`src/rtl/cap_sense_pkg.sv`:
```
// Shared definitions for the capacitive-sense scanner: FSM encoding and default
// parameter values used by the scanner top and its per-pad debounce cells.
package cap_sense_pkg;

   typedef enum logic [1:0] {
      ST_IDLE,
      ST_DISCHARGE,
      ST_CHARGE,
      ST_EVALUATE
   } scan_state_t;

   localparam int DEF_N_SENSORS        = 9;
   localparam int DEF_CNT_W            = 12;
   localparam int DEF_DISCHARGE_CYCLES = 64;
   // Must stay at or below 2**CNT_W-1 so the charge counter can reach it.
   localparam int DEF_TIMEOUT          = 4095;
   localparam int DEF_DEBOUNCE         = 3;

endpackage

```
`src/rtl/cap_sense_debounce.sv`:
```
// Per-pad debounce cell: counts consecutive disagreeing scans, flips the
// debounced state after DEBOUNCE of them, and keeps a sticky touch-hit flag.
module cap_sense_debounce
   import cap_sense_pkg::*;
#(
   parameter int DEBOUNCE = DEF_DEBOUNCE
) (
   input  logic clock,
   input  logic reset,
   input  logic update,
   input  logic raw,
   input  logic clear_hit,
   output logic touched,
   output logic hit_latched
);

   localparam int DB_W = $clog2(DEBOUNCE + 1);

   logic [DB_W-1:0] disagree_cnt;
   logic            differs;
   logic            flip;
   logic            rise;

   assign differs = update && (raw != touched);
   assign flip    = differs && (disagree_cnt == DB_W'(DEBOUNCE - 1));
   assign rise    = flip && !touched;

   always_ff @(posedge clock or negedge reset) begin
      if (!reset) begin
         disagree_cnt <= '0;
         touched      <= 1'b0;
         hit_latched  <= 1'b0;
      end else begin
         if (update) begin
            if (!differs) begin
               disagree_cnt <= '0;
            end else if (flip) begin
               disagree_cnt <= '0;
               touched      <= ~touched;
            end else begin
               disagree_cnt <= disagree_cnt + 1'b1;
            end
         end
         // A new touch outranks a simultaneous clear request.
         if (rise) begin
            hit_latched <= 1'b1;
         end else if (clear_hit) begin
            hit_latched <= 1'b0;
         end
      end
   end

endmodule

```
`src/rtl/cap_sense_scanner.sv`:
```
// Capacitive pad scanner: discharges all pads, times how long each takes to
// charge through the shared drive line, then debounces a thresholded result.
module cap_sense_scanner
   import cap_sense_pkg::*;
#(
   parameter int N_SENSORS        = DEF_N_SENSORS,
   parameter int CNT_W            = DEF_CNT_W,
   parameter int DISCHARGE_CYCLES = DEF_DISCHARGE_CYCLES,
   parameter int TIMEOUT          = DEF_TIMEOUT,
   parameter int DEBOUNCE         = DEF_DEBOUNCE
) (
   input  logic                 clock,
   input  logic                 reset,
   input  logic                 enable,
   input  logic [CNT_W-1:0]     threshold,
   input  logic [N_SENSORS-1:0] capacitive_sensors_in,
   input  logic [N_SENSORS-1:0] clear_hits,
   output logic                 capacitive_sensors_out,
   output logic [N_SENSORS-1:0] touched,
   output logic [N_SENSORS-1:0] hit_latched,
   output logic                 scan_done,
   output logic                 busy
);

   localparam int DIS_W = $clog2(DISCHARGE_CYCLES + 1);

   scan_state_t          state;
   scan_state_t          state_next;
   logic [N_SENSORS-1:0] sync_q1;
   logic [N_SENSORS-1:0] sync_q2;
   logic [DIS_W-1:0]     dis_cnt;
   logic [CNT_W-1:0]     charge_cnt;
   logic [N_SENSORS-1:0] resolved;
   logic [CNT_W-1:0]     pad_count [N_SENSORS];
   logic                 dis_last;
   logic                 charge_timeout;
   logic                 all_resolved;
   logic                 evaluate;

   // NOTE: sequential state uses non-blocking assignments so every flop
   // samples pre-edge values; blocking here would collapse the two stages.
   always_ff @(posedge clock or negedge reset) begin
      if (!reset) begin
         sync_q1 <= '0;
         sync_q2 <= '0;
      end else begin
         sync_q1 <= capacitive_sensors_in;
         sync_q2 <= sync_q1;
      end
   end

   assign dis_last       = dis_cnt == DIS_W'(DISCHARGE_CYCLES - 1);
   assign charge_timeout = charge_cnt == CNT_W'(TIMEOUT);
   // Pads crossing this cycle count as resolved so CHARGE ends on that cycle.
   assign all_resolved   = &(resolved | sync_q2);
   assign evaluate       = state == ST_EVALUATE;

   always_ff @(posedge clock or negedge reset) begin
      if (!reset) begin
         state <= ST_IDLE;
      end else begin
         state <= state_next;
      end
   end

   always_comb begin
      // NOTE: default assignment first so no path through the case leaves
      // state_next unassigned, which would otherwise infer a latch.
      state_next = state;
      case (state)
         ST_IDLE:      if (enable) state_next = ST_DISCHARGE;
         ST_DISCHARGE: if (dis_last) state_next = ST_CHARGE;
         ST_CHARGE:    if (all_resolved || charge_timeout) state_next = ST_EVALUATE;
         ST_EVALUATE:  state_next = enable ? ST_DISCHARGE : ST_IDLE;
         default:      state_next = ST_IDLE;
      endcase
   end

   always_comb begin
      capacitive_sensors_out = 1'b0;
      scan_done              = 1'b0;
      busy                   = 1'b1;
      case (state)
         ST_IDLE:     busy = 1'b0;
         ST_CHARGE:   capacitive_sensors_out = 1'b1;
         ST_EVALUATE: scan_done = 1'b1;
         default:     ;
      endcase
   end

   always_ff @(posedge clock or negedge reset) begin
      if (!reset) begin
         dis_cnt    <= '0;
         charge_cnt <= '0;
         resolved   <= '0;
         // NOTE: the count array is a handful of flops, not RAM, and a reset
         // mid-scan must drop partial counts, so it is reset explicitly.
         for (int i = 0; i < N_SENSORS; i++) begin
            pad_count[i] <= '0;
         end
      end else begin
         case (state)
            ST_DISCHARGE: begin
               dis_cnt    <= dis_last ? '0 : dis_cnt + 1'b1;
               charge_cnt <= '0;
               resolved   <= '0;
            end
            ST_CHARGE: begin
               charge_cnt <= charge_cnt + 1'b1;
               for (int i = 0; i < N_SENSORS; i++) begin
                  if (!resolved[i]) begin
                     if (sync_q2[i]) begin
                        pad_count[i] <= charge_cnt;
                        resolved[i]  <= 1'b1;
                     end else if (charge_timeout) begin
                        pad_count[i] <= CNT_W'(TIMEOUT);
                     end
                  end
               end
            end
            default: dis_cnt <= '0;
         endcase
      end
   end

   for (genvar g = 0; g < N_SENSORS; g++) begin : g_pad
      cap_sense_debounce #(
         .DEBOUNCE (DEBOUNCE)
      ) u_debounce (
         .clock       (clock),
         .reset       (reset),
         .update      (evaluate),
         .raw         (pad_count[g] > threshold),
         .clear_hit   (clear_hits[g]),
         .touched     (touched[g]),
         .hit_latched (hit_latched[g])
      );
   end

endmodule

```
`config.mk`:
```
export PLATFORM = sky130hd
export DESIGN_NAME = cap_sense_scanner
export DESIGN_NICKNAME = d
export VERILOG_FILES = /design/src/rtl/cap_sense_pkg.sv /design/src/rtl/cap_sense_debounce.sv /design/src/rtl/cap_sense_scanner.sv
export SDC_FILE = /design/constraint.sdc
export NUM_CORES = 1
export LEC_CHECK = 0
export ABC_AREA = 1
export CAP_MARGIN = 20
export CORE_MARGIN = 8
export CORE_UTILIZATION = 35
export CTS_CLUSTER_SIZE = 30
export DETAILED_ROUTE_END_ITERATION = 7
export GPL_ROUTABILITY_DRIVEN = 1
export SLEW_MARGIN = 10
export SYNTH_ARGS = -nofsm -noshare
export SYNTH_HDL_FRONTEND = slang
export SYNTH_SLANG_ARGS = --single-unit
export TNS_END_PERCENT = 100
```
`constraint.sdc`:
```
create_clock -name clock -period 4.5 [get_ports clock]
set_input_delay 0.9 -clock clock [delete_from_list [all_inputs] [get_ports clock]]
set_output_delay 0.9 -clock clock [all_outputs]
set_load 0.02 [all_outputs]
```
==> key figures, run 1 <==
Place
  • Global placer's final weighted congestion: 0.795
  • Detailed Place HPWL: 18.5 mm
  • Pre-CTS WS: 1.39 ns
  • Placed cell areas: 12,100 µm²
  • Placed cell count: 1,797
  • PortBufs: 53

Clock network
  • Skew-Pair Late Insertion Delay: 0.45 ns
  • Hold buffer count at CTS: 0
  • Total CTS buffers: 17
  • Clock sink count: 192
  • Root Driver: clkbuf_16
  • Clk slew on worst S/H paths: 0.07 ns
  • Clock tree buffer depth: 2
  • Post_cts resized: 0
  • Post-CTS setup buffers: 0
  • H-Tree Depth: 4
  • CTS tree: yes

Final layout
  • Nets@finish: 1,522
  • Ant. Diodes: 0
  • Area Growth Syn to Fin: 11.3%
  • Final instance area: 12,700 µm²
  • Fin cells: 1,827
  • Ratio of cells with drive above 1 in the final layout: 11.8%

Synthesis
  • Yosys warns: 0
  • Synth area leaders: dfrtp_1, ha_1, nand2_1
  • Cell Area, Synth: 11,400 µm²
  • Post-Synthesis Net Count: 1,513
  • Sequential share of the synthesized area: 42.1%
  • Mapped Cells: 1,365
  • Synth cell types: 28
  • Area share of the largest cell type after synthesis: 42.1%
  • Area leader, netlist: dfrtp_1
  • FF+latch count, synth: 192
  • Syn_area_per_cell: 8.37 µm²

Status
  • Status: completed

Timing
  • Final worst path period need: 2.78 ns
  • Worst rel slew slack: 45.6%
  • FMAX: 0.359 GHz
  • Worst setup margin: 1.72 ns
  • Worst Tran Pin Value: 0.815 ns
  • RSZ-0062 raised after global routing: false
  • Final Cycle Share: 61.8%
  • Pins Over Slew Limit: 0
  • Sum Neg Setup Slack: 0 ns
  • Clock Skew: 0.0166 ns
  • Final setup fails: 0
  • Final Hold Viols: 0

Critical path
  • Crit Path Class: reg2reg
  • End of the worst register-to-register path: pad_count[95]
  • Critical path peak fanout: 24
  • Reg2Reg Launch Point: charge_cnt[1]
  • Reg2reg path depth: 8
  • Slowest cell on crit path: dfrtp_1
  • CP max stage delay: 0.84 ns
  • R2r setup slk: 1.72 ns
  • Worst Path Arrival: 3.09 ns
  • CP startpoint: charge_cnt[1]
  • Crit-path cells: ha_1, nand3_1, nor3_4, nand4_4, a21oi_2, nand2_2, nand2_1, o21ai_2
  • Crit. End Element: flop
  • Critical Path Source Type: flop
  • Worst path required time: 4.80 ns

Die
  • Initial Utilization: 35.3%
  • Die footprint: 38,700 µm²
  • Die W: 197 µm
  • Row Count: 66
  • I/O pins: 54
  • Die H: 197 µm
  • CORE AREA: 32,400 µm²

Drt
  • Wire length per cell: 14.8 µm
  • DRC: 0
  • Vias/cell: 4.68
  • Routed wire length: 27.0 mm
  • DRT Pass-1 Iters: 5
  • Number of DRC markers in iteration 0: 543
  • Vias after detailed routing: 8,545
  • DRT antenna net count: 0

Pwr
  • Leak pwr: 6.62 nW
  • Power Density: 586 nW/µm²
  • Peak VDD IR: 0.312 mV

Global route
  • Pin count of the biggest net entering global routing: 106
  • Global-route wire length before repair: 44.5 mm
  • Vias in the first global route: 8,278
  • Overflow after GRT: 0
  • Initial antenna violation count: 0
  • Gr usage total: 14.4%

Run
  • Max-cap violations: 0

Min path
  • Hold Crit Class: in2async
registers in the layout (all words and copies together) (netlist names):
name / cells
g_pad.u_debounce.touched: 9
pad_count: 108
dis_cnt: 7
state: 2
resolved: 9
sync_q2: 9
sync_q1: 9
g_pad.u_debounce.hit_latched: 9
charge_cnt: 12
g_pad.u_debounce.disagree_cnt: 18
layer usage:
layer  up-vias  GRT usage [%]  wire length [µm]
met5         -              0                 0
met4         0           3.76               352
met3        24           2.35               869
met2       105           22.9             12200
met1      4021           20.3             13600
li1       4395              -                 -
report_power, final:
part | switching (mW) | internal [mW]
Combinational | 1.83 | 1.18
Clock | 0.677 | 0.955
Sequential | 0.453 | 2.34
cell type report:
cell class	instances	area (µm²)
Tap cell	442	553
Sequential cell	192	4800
Multi-Input combinational cell	928	5490
Clock buffer	20	457
Inverter	178	668
Timing Repair Buffer	57	577
Fill cell	3301	19700
Clock inverter	10	160
synthesized netlist by cell type (all sizes together):
cell type,n
a21o,9
nor2,186
nor3b,2
buf,40
ha,115
o21ai,144
a311oi,1
a21boi,1
o31ai,1
dfrtp,192
nand3,25
a21oi,56
xor2,2
nor4,1
a31oi,10
inv,178
nand2,317
nor3,10
clkbuf,27
nand4,48
through the flow:
stage                     hold WS, ns  utilization (%)  total power [mW]
after detailed placement        0.337             37.4              5.85
final                           0.350             39.3              7.44
after global routing            0.343             39.3              8.12
after global placement          0.336             37.4              5.74
after floorplan                 0.331                -              5.18
after CTS                       0.348             39.3              7.51
kinds of logic after synthesis:
logic type	share of synthesized area [%]
adders and majority gates	12.6
AOI/OAI and AO/OA	14.0
and+or+nand+nor	21.3
buffers and inverters	9.90
xor gates and xnor gates	0.153
DFF	42.1
worst max-delay path by stage:
stage | end | slack [ns] | depth (start not counted)
6_report | pad_count[95] | 1.72 | 8
3_5_place_dp | g_pad[6].u_debounce.disagree_cnt[0] | 1.39 | 12
5_1_grt | pad_count[47] | 1.57 | 8
2_1_floorplan | g_pad[0].u_debounce.disagree_cnt[1] | 2.37 | 11
4_1_cts | pad_count[95] | 1.70 | 8
3_3_place_gp | g_pad[6].u_debounce.disagree_cnt[1] | 1.41 | 12
critical path: cells and delay by family (launching register included):
kind            cells  cell delay, ns
simple gates        5            1.17
flops               1            0.84
fa+ha+maj           1            0.34
compound gates      2            0.29
cell usage in the layout, fill, tap and decap left out, drive strengths merged:
master	netlist	final
a21boi	1	1
nand4	48	48
dfrtp	192	192
o31ai	1	1
nand2	317	317
clkdlybuf4s50	0	52
a31oi	10	10
nor3	10	10
a311oi	1	1
ha	115	115
nor4	1	1
clkbuf	27	21
o21ai	144	144
clkinvlp	0	1
a21oi	56	56
xor2	2	2
clkinv	0	4
inv	178	179
nor2	186	186
nor3b	2	2
nand3	25	25
bufinv	0	4
a21o	9	9
buf	40	4
Power figures use the tool's default switching activity.
==> run 2: changes to the inputs <==
Clock period 4.5 ns to 2.3 ns, I/O delays scaled along.
==> key figures, run 2 (synthesis results as in run 1) <==
Final layout
  • Most frequent cells in the layout: nand2_1, dfrtp_1, nor2_1, inv_1, ha_1 (unchanged)
  • Nets@finish: 1,558 (was 1,522)
  • Register area: 4800 µm² (unchanged)
  • Fin cells: 1,865 (was 1,827)
  • Post-layout util: 40.6% (was 39.3%)
  • Ant. Diodes: 0 (unchanged)
  • Ratio of cells with drive above 1 in the final layout: 14.8% (was 11.8%)
  • Area Growth Syn to Fin: 15.0% (was 11.3%)
  • Commonest non-fill, non-tap cell in the layout: nand2_1 (unchanged)
  • Largest register FFs: 108 (unchanged)
  • Largest Register: pad_count (unchanged)
  • Fill count: 3,256 (was 3,301)
  • Leading registers by flop count: pad_count: 108 flops, g_pad.u_debounce.disagree_cnt: 18 flops, charge_cnt: 12 flops (unchanged)
  • Multi-input logic area: 5510 µm² (was 5490 µm²)

Status
  • Status: finished, violations left (was completed)
  • Failing checks: hold timing

Critical path
  • Critical Path Source Type: flop (unchanged)
  • Crit. End Element: output port (was flop)
  • Reg2Reg Launch Point: charge_cnt[0] (was charge_cnt[1])
  • Critical path peak fanout: 6 (was 24)
  • CP startpoint: state[0] (was charge_cnt[1])
  • CP max stage delay: 0.60 ns (was 0.84 ns)
  • End of the worst register-to-register path: pad_count[95] (unchanged)
  • Reg2reg path depth: 8 (unchanged)
  • Critical Path End: scan_done (was pad_count[95])
  • Crit Path Class: reg2out (was reg2reg)
  • Slowest cell on crit path: clkdlybuf4s50_1 (was dfrtp_1)
  • Crit-path cells: ha_2, clkdlybuf4s50_1 (was ha_1, nand3_1, nor3_4, nand4_4, a21oi_2, nand2_2, nand2_1, o21ai_2)
  • Worst Path Arrival: 1.69 ns (was 3.09 ns)
  • R2r setup slk: 0.22 ns (was 1.72 ns)
  • Worst path required time: 1.84 ns (was 4.80 ns)

Die
  • Row Count: 66 (unchanged)
  • CORE AREA: 32,400 µm² (unchanged)
  • Die footprint: 38,700 µm² (unchanged)
  • Initial Utilization: 35.3% (unchanged)
  • I/O pins: 54 (unchanged)
  • Die H: 197 µm (unchanged)
  • Die W: 197 µm (unchanged)

Clock network
  • Clock tree buffer depth: 2 (unchanged)
  • Total CTS buffers: 17 (unchanged)
  • Skew-Pair Late Insertion Delay: 0.45 ns (about the same)
  • Root Driver: clkbuf_16 (unchanged)
  • Hold buffer count at CTS: 0 (unchanged)
  • H-Tree Depth: 4 (unchanged)
  • CTS tree: yes (unchanged)
  • Clock sink count: 192 (unchanged)
  • Clk slew on worst S/H paths: 0.08 ns (was 0.07 ns)

Global route
  • Initial antenna violation count: 1 (was 0)
  • Pin count of the biggest net entering global routing: 56 (was 106)
  • Vias in the first global route: 8,521 (was 8,278)
  • Global-route wire length before repair: 44.8 mm (was 44.5 mm)
  • GR Util met3: 2.63% (was 2.35%)
  • Overflow after GRT: 0 (unchanged)
  • Met2 GRT Util: 23.5% (was 22.9%)
  • Most used routing layer: met2 (unchanged)
  • GR Layer Usage met1: 19.9% (was 20.3%)
  • Gr usage total: 14.6% (was 14.4%)

Timing
  • Pins Over Slew Limit: 0 (unchanged)
  • WHS: -0.00382 ns (was 0.350 ns)
  • Final Cycle Share: 93.6%
  • FMAX: 0.464 GHz
  • RSZ-0062 raised after global routing: false (unchanged)
  • Final Hold Viols: 1 (was 0)
  • Sum Neg Setup Slack: 0 ns (unchanged)
  • Final worst path period need: 2.15 ns
  • Clock Skew: 0.0247 ns (was 0.0166 ns)
  • Worst Tran Pin Value: 0.578 ns (was 0.815 ns)
  • Worst rel slew slack: 61.3% (was 45.6%)
  • Final setup fails: 0 (unchanged)

Drt
  • Vias after detailed routing: 8,764 (was 8,545)
  • Wire length per cell: 14.8 µm (about the same)
  • Vias/cell: 4.70 (was 4.68)
  • DRC: 0 (unchanged)
  • Routed wire length: 27.5 mm (was 27.0 mm)
  • DRT Pass-1 Iters: 4 (was 5)
  • Number of DRC markers in iteration 0: 569 (was 543)
  • DRT antenna net count: 0 (unchanged)

Min path
  • Hold Crit Class: in2async (unchanged)

Place
  • Detailed Place HPWL: 19.4 mm (was 18.5 mm)
  • PortBufs: 53 (unchanged)
  • Global placer's final weighted congestion: 0.795 (about the same)
  • Placed cell count: 1,831 (was 1,797)

Pwr
  • Leak pwr: 6.85 nW (was 6.62 nW)
  • Peak VDD IR: 0.588 mV (was 0.312 mV)
  • Power Density: 1110 nW/µm² (was 586 nW/µm²)

Run
  • Max-cap violations: 0 (unchanged)
## run 2: cell count changes in the layout (fill, tap and decap cells not counted), sizes merged
| cell | previous run | this run |
|---|---|---|
| buf | 4 | 39 |
| clkdlybuf4s50 | 52 | 48 |
| clkinvlp | 1 | 5 |
| inv | 179 | 183 |
| bufinv | 4 | 1 |
| clkbuf | 21 | 19 |
| dlygate4sd2 | 0 | 2 |
| dlymetal6s2s | 0 | 2 |
## run 2: report_power, final
part           leakage (nW)  internal (mW)  total, mW  switching [mW]
clock                 0.284           1.56       3.02            1.45
sequential             2.43           4.58       5.38           0.803
combinational          4.14           2.43       6.17            3.74
## run 2: how the worst min path moves through the flow
| stage | from | to | slack [ns] | cells past startpoint |
|---|---|---|---|---|
| 2_1_floorplan | reset | charge_cnt[0] | 0.16 | 0 |
| 3_3_place_gp | sync_q1[3] | sync_q2[3] | 0.33 | 0 |
| 3_5_place_dp | sync_q1[4] | sync_q2[4] | 0.33 | 0 |
| 4_1_cts | reset | sync_q2[3] | 0.02 | 1 |
| 5_1_grt | reset | sync_q2[3] | 0.02 | 1 |
| 6_report | reset | sync_q2[3] | -0.004 | 1 |
## run 2: final cells by class
cell class	instances	area share, %
repair buffers	92	7.65
flip-flops and latches	192	36.6
multi-input cells	928	41.9
clock inverters	14	1.11
clock buffers	18	3.34
well taps	442	4.21
inverters	178	5.14
repair inverters	1	0.0381
## run 2: what timing repair did
item | 4_1_cts | 5_1_grt
resized for setup | 2 | 10
cloned | 0 | 1
setup endpoints to repair | 2 | 33
hold endpoints to repair | 0 | 0
buffers inserted | 0 | 1
## run 2: metrics by stage
step / total power [mW] / setup slack [ns] / hold WS, ns / cell area (µm²)
final: 14.6 / 0.146 / -0.00382 / 13100
after detailed placement: 11.6 / -0.375 / 0.335 / 12500
after global placement: 11.4 / -0.342 / 0.335 / 12500
after floorplan: 10.1 / 0.572 / 0.164 / 11400
after CTS: 14.7 / 0.102 / 0.0161 / 13100
after global routing: 15.9 / 0.00313 / 0.0239 / 13100
## run 2: worst max-delay path, delay by kind of cell (launching register included)
kind | cells | cell delay (ns)
fa+ha+maj | 1 | 0.22
buf+inv | 1 | 0.60
flops | 1 | 0.45
## run 2: routing by layer
layer | wire length [µm] | part of all wire [%] | vias up
met5 | 0 | 0 | -
met4 | 536 | 1.9 | 0
met3 | 920 | 3.3 | 30
met2 | 12500 | 45 | 147
met1 | 13600 | 49 | 4116
li1 | - | - | 4471
==> run 3: changes to the inputs <==
Settings changed: CORE_MARGIN 8 to default.
==> key figures, run 3 (synthesis results as in run 1) <==
Status
  • Status: completed (was finished, violations left)

Timing
  • Final setup fails: 0 (unchanged)
  • WHS: 0.0186 ns (was -0.00382 ns)
  • Clock Skew: 0.0147 ns (was 0.0247 ns)
  • FMAX: 0.461 GHz (was 0.464 GHz)
  • Pins Over Slew Limit: 0 (unchanged)
  • Final Cycle Share: 94.3% (was 93.6%)
  • Worst rel slew slack: 60.3% (was 61.3%)
  • Sum Neg Setup Slack: 0 ns (unchanged)
  • Final Hold Viols: 0 (was 1)
  • Worst setup margin: 0.130 ns (was 0.146 ns)
  • Worst Tran Pin Value: 0.594 ns (was 0.578 ns)
  • Final worst path period need: 2.17 ns (was 2.15 ns)

Final layout
  • Fill count: 3,133 (was 3,256)
  • Commonest non-fill, non-tap cell in the layout: nand2_1 (unchanged)
  • Area Growth Syn to Fin: 15.4% (was 15.0%)
  • Nets@finish: 1,562 (was 1,558)
  • Largest Register: pad_count (unchanged)
  • Final instance area: 13,200 µm² (was 13,100 µm²)
  • Most frequent cells in the layout: nand2_1, dfrtp_1, nor2_1, inv_1, ha_1 (unchanged)
  • Leading registers by flop count: pad_count: 108 flops, g_pad.u_debounce.disagree_cnt: 18 flops, charge_cnt: 12 flops (unchanged)
  • Ratio of cells with drive above 1 in the final layout: 15.5% (was 14.8%)
  • Largest register FFs: 108 (unchanged)
  • Multi-input logic area: 5520 µm² (was 5510 µm²)
  • Post-layout util: 41.4% (was 40.6%)
  • Fin cells: 1,860 (was 1,865)
  • Ant. Diodes: 0 (unchanged)
  • Register area: 4810 µm² (was 4800 µm²)

Place
  • PortBufs: 53 (unchanged)
  • Placed cell areas: 12,500 µm² (about the same)
  • Placed cell count: 1,826 (was 1,831)
  • Detailed Place HPWL: 18.3 mm (was 19.4 mm)
  • Pre-CTS WS: -0.385 ns (was -0.375 ns)
  • Global placer's final weighted congestion: 0.821 (was 0.795)

Die
  • I/O pins: 54 (unchanged)
  • Die footprint: 33,400 µm² (was 38,700 µm²)
  • Die H: 183 µm (was 197 µm)
  • Row Count: 65 (was 66)
  • Die W: 183 µm (was 197 µm)
  • CORE AREA: 31,800 µm² (was 32,400 µm²)
  • Initial Utilization: 35.9% (was 35.3%)

Pwr
  • Switching share of power: 40.2% (was 41.1%)
  • Clock Power Share: 20.7% (about the same)
  • Comb pwr share: 42.4% (was 42.3%)
  • Pint: 8.69 mW (was 8.58 mW)
  • Overall power: 14.5 mW (was 14.6 mW)
  • Peak VDD IR: 0.667 mV (was 0.588 mV)
  • Leak pwr: 6.84 nW (was 6.85 nW)
  • Share of power burned in registers: 36.9% (was 37.0%)
  • Power Density: 1100 nW/µm² (was 1110 nW/µm²)
  • Switching pwr: 5.85 mW (was 5.99 mW)

Clock network
  • Clk slew on worst S/H paths: 0.08 ns (about the same)
  • Root Driver: clkbuf_16 (unchanged)
  • H-Tree Depth: 4 (unchanged)
  • Clock tree buffer depth: 2 (unchanged)
  • Clock sink count: 192 (unchanged)
  • CTS tree: yes (unchanged)
  • Skew-Pair Late Insertion Delay: 0.44 ns (was 0.45 ns)
  • Total CTS buffers: 17 (unchanged)

Critical path
  • R2r setup slk: 0.24 ns (was 0.22 ns)
  • Crit. End Element: flop (was output port)
  • End of the worst register-to-register path: pad_count[81] (was pad_count[95])
  • Worst Path Arrival: 2.47 ns (was 1.69 ns)
  • CP startpoint: threshold[11] (was state[0])
  • Worst path required time: 2.60 ns (was 1.84 ns)
  • Critical Path End: g_pad[4].u_debounce.disagree_cnt[1] (was scan_done)
  • Critical Path Source Type: input pin (was flop)
  • Critical path peak fanout: 9 (was 6)
  • Reg2Reg Launch Point: charge_cnt[0] (unchanged)
  • Crit Path Class: in2reg (was reg2out)
  • Reg2reg path depth: 8 (unchanged)

Min path
  • Hold Crit Class: in2async (unchanged)

Drt
  • DRT Pass-1 Iters: 6 (was 4)
  • Wl on met1: 13.1 mm (was 13.6 mm)
  • WL met2: 12.0 mm (was 12.5 mm)
  • Number of DRC markers in iteration 0: 488 (was 569)
  • Wire length per cell: 14.1 µm (was 14.8 µm)
  • DRT antenna net count: 0 (unchanged)
  • Vias/cell: 4.65 (was 4.70)
  • Vias after detailed routing: 8,654 (was 8,764)
  • Met3 wire len: 900 µm (was 920 µm)
  • Max Used Layer: met4 (unchanged)
  • DRC: 0 (unchanged)
  • Routed wire length: 26.2 mm (was 27.5 mm)

Global route
  • Initial antenna violation count: 0 (was 1)
  • Global-route wire length before repair: 43.3 mm (was 44.8 mm)
  • Vias in the first global route: 8,311 (was 8,521)
  • Gr usage total: 16.6% (was 14.6%)
  • Overflow after GRT: 0 (unchanged)
  • Pin count of the biggest net entering global routing: 60 (was 56)

Run
  • Max-cap violations: 0 (unchanged)
-- run 3: cell types whose count changed in the layout (fill, tap and decap cells not counted), sizes merged --
cell and change:
clkbuf +1, bufinv +1, inv -7, clkinvlp +4, clkinv -2, dlygate4sd2 -1, dlymetal6s2s -1, clkdlybuf4s50 +2
buf +5
-- run 3: power by group through the flow --
stage	logic, mW	clock network, mW	registers [mW]
final	6.16	3.01	5.36
after global placement	5.96	0	5.38
after detailed placement	6.17	0	5.41
after floorplan	4.95	0	5.19
after global routing	7.16	3.21	5.51
after CTS	6.18	3.08	5.36
-- run 3: worst min path at each step --
| stage | startpoint | endpoint | slack (ns) | cells after the start |
|---|---|---|---|---|
| after floorplan | reset | charge_cnt[0] | 0.16 | 0 |
| after global placement | sync_q1[6] | sync_q2[6] | 0.34 | 0 |
| after detailed placement | sync_q1[6] | sync_q2[6] | 0.34 | 0 |
| after CTS | reset | pad_count[15] | 0.03 | 1 |
| after global routing | reset | g_pad[8].u_debounce.disagree_cnt[1] | 0.04 | 1 |
| final | reset | pad_count[15] | 0.02 | 1 |
-- run 3: timing repair --
action,4_1_cts,5_1_grt
endpoints found under the setup margin,1,31
gates cloned,0,0
resized for setup,1,17
hold buffers,0,0
buffers inserted,0,4
pin swaps,0,4
-- run 3: routing by layer --
metal / track usage [%] / vias to the layer above
li1: - / 4475
met1: 22.8 / 4021
met2: 27.5 / 140
met3: 2.41 / 18
met4: 3.90 / 0
met5: 0 / -
-- run 3: cell type report --
cell class / count / area share (%)
Multi-Input combinational cell: 928 / 41.9
Sequential cell: 192 / 36.5
Timing Repair Buffer: 97 / 7.90
Inverter: 178 / 5.18
Tap cell: 435 / 4.13
Clock buffer: 19 / 3.44
Clock inverter: 11 / 1.01
-- run 3: critical path, cell delays in order --
cell and delay, ns:
clkdlybuf4s50_1 0.51, clkinvlp_4 0.11, buf_12 0.15, ha_1 0.30, nand2_1 0.07, inv_1 0.06
nand2_1 0.08, nor2_2 0.12, nand4_1 0.19, nand2_1 0.16, nand2_1 0.08, nand4_1 0.08
o21ai_0 0.10
